## src/rtl/fc_layer_sequencer_if.sv

```systemverilog
`default_nettype none
// ============================================================================
// Module   : fc_layer_sequencer_if
// Purpose  : Control, pixel/weight read and output-write bus of one FC layer.
// Revision : 1.0  initial release
// ============================================================================
interface fc_layer_sequencer_if #(
   parameter int N_IN   = 784,
   parameter int N_OUT  = 16,
   parameter int DATA_W = 32,
   parameter int ADDR_W = 14
);
   localparam int PX_W  = (N_IN  > 1) ? $clog2(N_IN)  : 1;
   localparam int OUT_W = (N_OUT > 1) ? $clog2(N_OUT) : 1;

   logic              start;
   logic              busy;
   logic              done;
   logic [PX_W-1:0]   px_addr;
   logic [DATA_W-1:0] px_data;
   logic [ADDR_W-1:0] w_addr;
   logic [DATA_W-1:0] w_data;
   logic              out_we;
   logic [OUT_W-1:0]  out_addr;
   logic [DATA_W-1:0] out_data;

   // The sequencer is the master: it issues addresses and write strobes.
   modport master (
      input  start, px_data, w_data,
      output busy, done, px_addr, w_addr, out_we, out_addr, out_data
   );

   modport slave (
      output start, px_data, w_data,
      input  busy, done, px_addr, w_addr, out_we, out_addr, out_data
   );
endinterface
`default_nettype wire

```

## src/rtl/fc_layer_sequencer.sv

```systemverilog
`default_nettype none
// ============================================================================
// Module   : fc_layer_sequencer
// Purpose  : Evaluates one fully-connected layer with a single shared MAC,
//            Q-format signed arithmetic and ReLU on every neuron result.
// Revision : 1.0  initial release
// ============================================================================
module fc_layer_sequencer #(
   parameter int N_IN   = 784,
   parameter int N_OUT  = 16,
   parameter int DATA_W = 32,
   parameter int FRAC   = 16,
   parameter int ADDR_W = 14
) (
   input  logic                 clk,
   input  logic                 rst_n,
   fc_layer_sequencer_if.master bus
);
   localparam int PX_W  = (N_IN  > 1) ? $clog2(N_IN)  : 1;
   localparam int OUT_W = (N_OUT > 1) ? $clog2(N_OUT) : 1;
   localparam logic [PX_W-1:0]  c_I_LAST = PX_W'(N_IN - 1);
   localparam logic [OUT_W-1:0] c_J_LAST = OUT_W'(N_OUT - 1);

   typedef enum logic [2:0] {
      S_IDLE  = 3'd0,
      S_ISSUE = 3'd1,
      S_DRAIN = 3'd2,
      S_WRITE = 3'd3,
      S_DONE  = 3'd4
   } state_t;

   state_t                   r_state,    w_state_nxt;
   logic [PX_W-1:0]          r_i,        w_i_nxt;
   logic [OUT_W-1:0]         r_j,        w_j_nxt;
   logic [ADDR_W-1:0]        r_w_addr,   w_w_addr_nxt;
   logic signed [DATA_W-1:0] r_acc,      w_acc_nxt;
   logic                     r_vld,      w_vld_nxt;
   logic                     r_busy,     w_busy_nxt;
   logic                     r_done,     w_done_nxt;
   logic                     r_out_we,   w_out_we_nxt;
   logic [OUT_W-1:0]         r_out_addr, w_out_addr_nxt;
   logic [DATA_W-1:0]        r_out_data, w_out_data_nxt;

   logic signed [2*DATA_W-1:0] w_px_ext;
   logic signed [2*DATA_W-1:0] w_wt_ext;
   logic signed [2*DATA_W-1:0] w_prod;
   logic signed [DATA_W-1:0]   w_term;
   logic signed [DATA_W-1:0]   w_acc_sum;

   // Full-width signed product, rescaled by FRAC, then wrapped to DATA_W.
   assign w_px_ext  = {{DATA_W{bus.px_data[DATA_W-1]}}, bus.px_data};
   assign w_wt_ext  = {{DATA_W{bus.w_data[DATA_W-1]}},  bus.w_data};
   assign w_prod    = w_px_ext * w_wt_ext;
   assign w_term    = DATA_W'(w_prod >>> FRAC);
   assign w_acc_sum = r_vld ? (r_acc + w_term) : r_acc;

   always_ff @(posedge clk or negedge rst_n) begin
      if (!rst_n) begin
         r_state    <= S_IDLE;
         r_i        <= '0;
         r_j        <= '0;
         r_w_addr   <= '0;
         r_acc      <= '0;
         r_vld      <= 1'b0;
         r_busy     <= 1'b0;
         r_done     <= 1'b0;
         r_out_we   <= 1'b0;
         r_out_addr <= '0;
         r_out_data <= '0;
      end else begin
         r_state    <= w_state_nxt;
         r_i        <= w_i_nxt;
         r_j        <= w_j_nxt;
         r_w_addr   <= w_w_addr_nxt;
         r_acc      <= w_acc_nxt;
         r_vld      <= w_vld_nxt;
         r_busy     <= w_busy_nxt;
         r_done     <= w_done_nxt;
         r_out_we   <= w_out_we_nxt;
         r_out_addr <= w_out_addr_nxt;
         r_out_data <= w_out_data_nxt;
      end
   end

   // Outputs are registered one step ahead so they line up with the state.
   always_comb begin
      w_state_nxt    = r_state;
      w_i_nxt        = r_i;
      w_j_nxt        = r_j;
      w_w_addr_nxt   = r_w_addr;
      w_acc_nxt      = w_acc_sum;
      w_vld_nxt      = (r_state == S_ISSUE);
      w_busy_nxt     = r_busy;
      w_done_nxt     = 1'b0;
      w_out_we_nxt   = 1'b0;
      w_out_addr_nxt = r_out_addr;
      w_out_data_nxt = r_out_data;

      case (r_state)
         S_IDLE: begin
            w_acc_nxt = '0;
            if (bus.start) begin
               w_state_nxt  = S_ISSUE;
               w_i_nxt      = '0;
               w_j_nxt      = '0;
               w_w_addr_nxt = '0;
               w_busy_nxt   = 1'b1;
            end
         end
         S_ISSUE: begin
            if (r_i == c_I_LAST) begin
               w_state_nxt = S_DRAIN;
            end else begin
               w_i_nxt      = r_i + PX_W'(1);
               w_w_addr_nxt = r_w_addr + ADDR_W'(1);
            end
         end
         S_DRAIN: begin
            w_state_nxt    = S_WRITE;
            w_out_we_nxt   = 1'b1;
            w_out_addr_nxt = r_j;
            w_out_data_nxt = w_acc_sum[DATA_W-1] ? '0 : w_acc_sum;
         end
         S_WRITE: begin
            w_acc_nxt = '0;
            w_i_nxt   = '0;
            if (r_j == c_J_LAST) begin
               w_state_nxt  = S_DONE;
               w_w_addr_nxt = '0;
               w_busy_nxt   = 1'b0;
               w_done_nxt   = 1'b1;
            end else begin
               w_state_nxt  = S_ISSUE;
               w_j_nxt      = r_j + OUT_W'(1);
               w_w_addr_nxt = r_w_addr + ADDR_W'(1);
            end
         end
         S_DONE: begin
            w_state_nxt = S_IDLE;
         end
         default: begin
            w_state_nxt = S_IDLE;
         end
      endcase
   end

   assign bus.busy     = r_busy;
   assign bus.done     = r_done;
   assign bus.px_addr  = r_i;
   assign bus.w_addr   = r_w_addr;
   assign bus.out_we   = r_out_we;
   assign bus.out_addr = r_out_addr;
   assign bus.out_data = r_out_data;
endmodule
`default_nettype wire

```

## src/flat_wrapper.sv

```systemverilog
// flat-port wrapper written by rule: the top's interface ports become plain ports
module fc_layer_sequencer_flat 
#(
   parameter int N_IN   = 784,
   parameter int N_OUT  = 16,
   parameter int DATA_W = 32,
   parameter int FRAC   = 16,
   parameter int ADDR_W = 14
)
  (clk, rst_n, bus_start, bus_px_data, bus_w_data, bus_busy, bus_done, bus_px_addr, bus_w_addr, bus_out_we, bus_out_addr, bus_out_data);
  fc_layer_sequencer_if #(.N_IN(N_IN), .N_OUT(N_OUT), .DATA_W(DATA_W), .ADDR_W(ADDR_W)) bus_i ();
  input  logic clk;
  input  logic rst_n;
  input wire logic [$bits(bus_i.start)-1:0] bus_start;
  input wire logic [$bits(bus_i.px_data)-1:0] bus_px_data;
  input wire logic [$bits(bus_i.w_data)-1:0] bus_w_data;
  output wire logic [$bits(bus_i.busy)-1:0] bus_busy;
  output wire logic [$bits(bus_i.done)-1:0] bus_done;
  output wire logic [$bits(bus_i.px_addr)-1:0] bus_px_addr;
  output wire logic [$bits(bus_i.w_addr)-1:0] bus_w_addr;
  output wire logic [$bits(bus_i.out_we)-1:0] bus_out_we;
  output wire logic [$bits(bus_i.out_addr)-1:0] bus_out_addr;
  output wire logic [$bits(bus_i.out_data)-1:0] bus_out_data;
  assign bus_i.start = bus_start;
  assign bus_i.px_data = bus_px_data;
  assign bus_i.w_data = bus_w_data;
  assign bus_busy = bus_i.busy;
  assign bus_done = bus_i.done;
  assign bus_px_addr = bus_i.px_addr;
  assign bus_w_addr = bus_i.w_addr;
  assign bus_out_we = bus_i.out_we;
  assign bus_out_addr = bus_i.out_addr;
  assign bus_out_data = bus_i.out_data;
  fc_layer_sequencer #(.N_IN(N_IN), .N_OUT(N_OUT), .DATA_W(DATA_W), .FRAC(FRAC), .ADDR_W(ADDR_W)) u_core (.clk(clk), .rst_n(rst_n), .bus(bus_i));
endmodule
```

## config.mk

```make
export PLATFORM = sky130hd
export DESIGN_NAME = fc_layer_sequencer_flat
export DESIGN_NICKNAME = d
export VERILOG_FILES = /design/src/rtl/fc_layer_sequencer_if.sv /design/src/rtl/fc_layer_sequencer.sv /design/src/flat_wrapper.sv
export SDC_FILE = /design/constraint.sdc
export NUM_CORES = 2
export LEC_CHECK = 0
export CORE_MARGIN = 5
export CORE_UTILIZATION = 44
export CTS_BUF_LIST = sky130_fd_sc_hd__clkbuf_4
export CTS_CLUSTER_DIAMETER = 60
export CTS_CLUSTER_SIZE = 28
export DETAILED_ROUTE_END_ITERATION = 10
export PLACE_DENSITY = 0.71
export SLEW_MARGIN = 20
export SYNTH_ARGS = -nofsm -noshare
export SYNTH_HDL_FRONTEND = slang
export SYNTH_SLANG_ARGS = --single-unit
```

## constraint.sdc

```tcl
create_clock -name clk -period 3.5 [get_ports clk]
set_input_delay 0.525 -clock clk [delete_from_list [all_inputs] [get_ports clk]]
set_output_delay 0.525 -clock clk [all_outputs]
set_load 0.05 [all_outputs]
```

==> impl_results.md <==
* Status: finished, violations left
* Failing checks: setup timing
* Critical Path End Type: register
* Seq/Total Area, Yosys at 0.0738
* RSZ-0062 raised after global routing: yes
* Initial antenna violation count at 4
* Crit path required time at 3.84 ns
* Cell Rows at between 100 and 150
* Die Area at about 84000 sq um
* Setup crit start kind: input port
* Final worst setup slack at -5.91 ns
* Cell variety after synth at 65
* Tightest Pin Transition at slightly above 0.9 ns
* Die Ht at 290 um
* Syn Inst Count at between 3000 and 4000
* Synth Flop Type: dfrtp_1
* Largest net degree at the start of global routing at between 60 and 70
* Number of flops mapped to enable cells by yosys at 0
* Critical path class: in2reg
* Syn Area/Cell at 9.32 sq um
* CTS Root Cell: clkbuf_4
* Final worst path period share at 2.69
* Slew Limit Headroom at 0.375
* Vias in the first global route at 29400
* Post-route antenna net violation count at 0
* Clock Path Buffers at 2
* Ys async rst share at 1.00
* First DRT Iteration DRCs at 1832
* DP Wirelength at 77.0 mm
* Fin nets at 5316
* Syn Std Cell Area at 34600 sq um
* Number of hold buffers added after cts at 0
* Wire per inst at 18.8 um
* Clock Latency Late Sink at 0.48 ns
* Worst path max stage delay at approximately 0.58 ns
* Hold Crit Class: in2async
* Setup Skew at ~0.023 ns
* Crit-path max FO at 11
* H-tree Lvls at 3
* Residual DRC at 0
* Fin. max-slew vios at 0
* First-pass GRT wire length at between 150 and 200 mm
* # IOs at 130
* Clock-pin slew on the worst setup and hold paths at 0.17 ns
* Initial Util at 0.445
* TritonCTS clock tree: built
* GPL Wtd Cong at 0.896
* Drt total wl at 98.7 mm
* Hold Slack at 0.0877 ns
* Total GRT Usage at 0.233
* Most used cell, CP: fa_1
* Cts bufs inserted at 9
* Area growth from synthesis to layout at 25.1%
* Core Region at 77700 sq um
* Die width at between 200 and 300 um
* Synth warn at 0
* Grt ovf at 0
* Hold Fails Final Rpt at 0
* PortBufs at 128
* Setup TNS at -339.42 ns
* Critical Path AT at 9.76 ns
* Max cap viols at 0
* Vias at 27000
* Fillers at 6519
* Slowest stage cell on the critical path: fa_1
* 1st-pass router iterations at 6
* Layout cell share with drive strength beyond 1 at 0.208
* CTS Sinks at around 100
* Via-to-Cell Ratio at 5.14
* Max Fclk at 106 MHz
* Final Critical Period at about 9.4 ns
* Final setup vio count at 63
* Synthesized flop and latch total at 102
* Syn nets at ~4800
## placed cells by master, fill, tap and decap left out, types with 22 or more instances in the layout
| cell type | instances |
|---|---|
| fa_1 | 805 |
| inv_1 | 773 |
| and2_1 | 477 |
| nand2_1 | 466 |
| buf_4 | 436 |
| ha_1 | 174 |
| dfrtp_1 | 101 |
| nor2_1 | 87 |
| clkdlybuf4s50_1 | 82 |
| xnor2_1 | 64 |
| buf_12 | 57 |
| buf_6 | 49 |
| o21ai_0 | 41 |
| and2_4 | 36 |
| fa_2 | 34 |
| a21oi_1 | 31 |
| xor2_1 | 27 |
| o31ai_2 | 27 |
| inv_2 | 26 |
| a21o_1 | 24 |
| nor2b_1 | 22 |
| ha_4 | 22 |
## per-layer routing
layer | share of wire | track usage
met2 | 0.49 | 0.396
met3 | 0.069 | 0.0314
met4 | 0.042 | 0.0709
met1 | 0.40 | 0.315
met5 | 0 | 0
## kinds of logic (layout without fill, tap and decap cells)
logic type,Yosys count,in the layout,share of synthesized area
other,1,3,0.000108
multiplexers,20,20,0.00583
AND/OR/NAND/NOR,1212,1212,0.177
AO/OA/AOI/OAI,240,240,0.0497
adder cells (fa/ha/maj),1038,1038,0.558
flip-flops,102,102,0.0738
XOR/XNOR,103,103,0.0266
buffers and inverters,993,1500,0.109
## stage by stage
step | cells | worst slack (ns) | util | instance area, sq um
4_1_cts | 5240 | -5.90 | 0.549 | 42700
2_1_floorplan | 3709 | -5.46 | - | 34800
3_3_place_gp | 5103 | -6.75 | 0.520 | 40400
6_report | 5258 | -5.91 | 0.556 | 43200
3_5_place_dp | 5103 | -6.75 | 0.520 | 40400
5_1_grt | 5258 | -6.29 | 0.556 | 43200
## synthesized netlist by cell type, drive strengths merged, types with 34 or more instances
cell type	instances	area, sq um
fa	839	16800
inv	799	3000
and2	513	3210
nand2	474	1780
ha	199	2490
clkbuf	188	706
dfrtp	102	2550
nor2	101	379
xnor2	75	676
o21ai	62	310
a21oi	53	265
o31ai	34	405
## final timing paths
path,startpoint,endpoint,slack [ns],depth (start not counted)
setup / recovery,bus_px_data[26],u_core.bus.out_data[27]$_DFFE_PN0P_,-5.91,37
min in group clk,u_core.bus.w_addr[13]$_DFFE_PN0P_,u_core.bus.w_addr[13]$_DFFE_PN0P_,0.50,1
hold / removal,rst_n,u_core.bus.w_addr[13]$_DFFE_PN0P_,0.09,1
hold reg to reg,u_core.bus.w_addr[13]$_DFFE_PN0P_,u_core.bus.w_addr[13]$_DFFE_PN0P_,0.50,1
max in group asynchronous,rst_n,u_core.r_acc[30]$_DFF_PN0_,2.69,2
setup reg to reg,u_core.r_acc[5]$_DFF_PN0_,u_core.bus.out_data[27]$_DFFE_PN0P_,-0.02,14
## what timing repair did
| action | CTS | global route |
|---|---|---|
| pin swaps | 107 | 105 |
| cloned | 18 | 3 |
| endpoints found under the setup margin | 63 | 63 |
| resized for setup | 326 | 131 |
| buffers inserted | 114 | 21 |
| hold endpoints to repair | 0 | 0 |
## cell type report
cell class / count / area [sq um] / share of cell area
multi-input combinational: 2614 / 29500 / 0.682
timing repair buffer: 685 / 6780 / 0.157
tap: 1040 / 1300 / 0.0301
clock inverter: 5 / 40.0 / 0.000926
inverter: 799 / 3000 / 0.0694
clock buffer: 11 / 82.6 / 0.00191
antenna: 2 / 5.00 / 0.000116
sequential: 102 / 2550 / 0.0591
## worst max-delay path: cells and delay by family
kind / cells / cell delay (ns)
compound gates: 9 / 1.80
xor+xnor: 3 / 0.54
fa+ha+maj: 10 / 4.73
buf+inv: 8 / 1.27
simple gates: 7 / 0.91
## state kept, by name, summed over array words and instances, names as in the netlist, 3 cells and up
register,cells
u_core.bus.out_addr,4
u_core.bus.out_data,31
u_core.r_j,4
u_core.r_state,3
u_core.bus.px_addr,10
u_core.r_acc,32
u_core.bus.w_addr,14
Power is not shown: default switching activity piles up to over one toggle a cycle in this logic, so the estimate is an artifact.
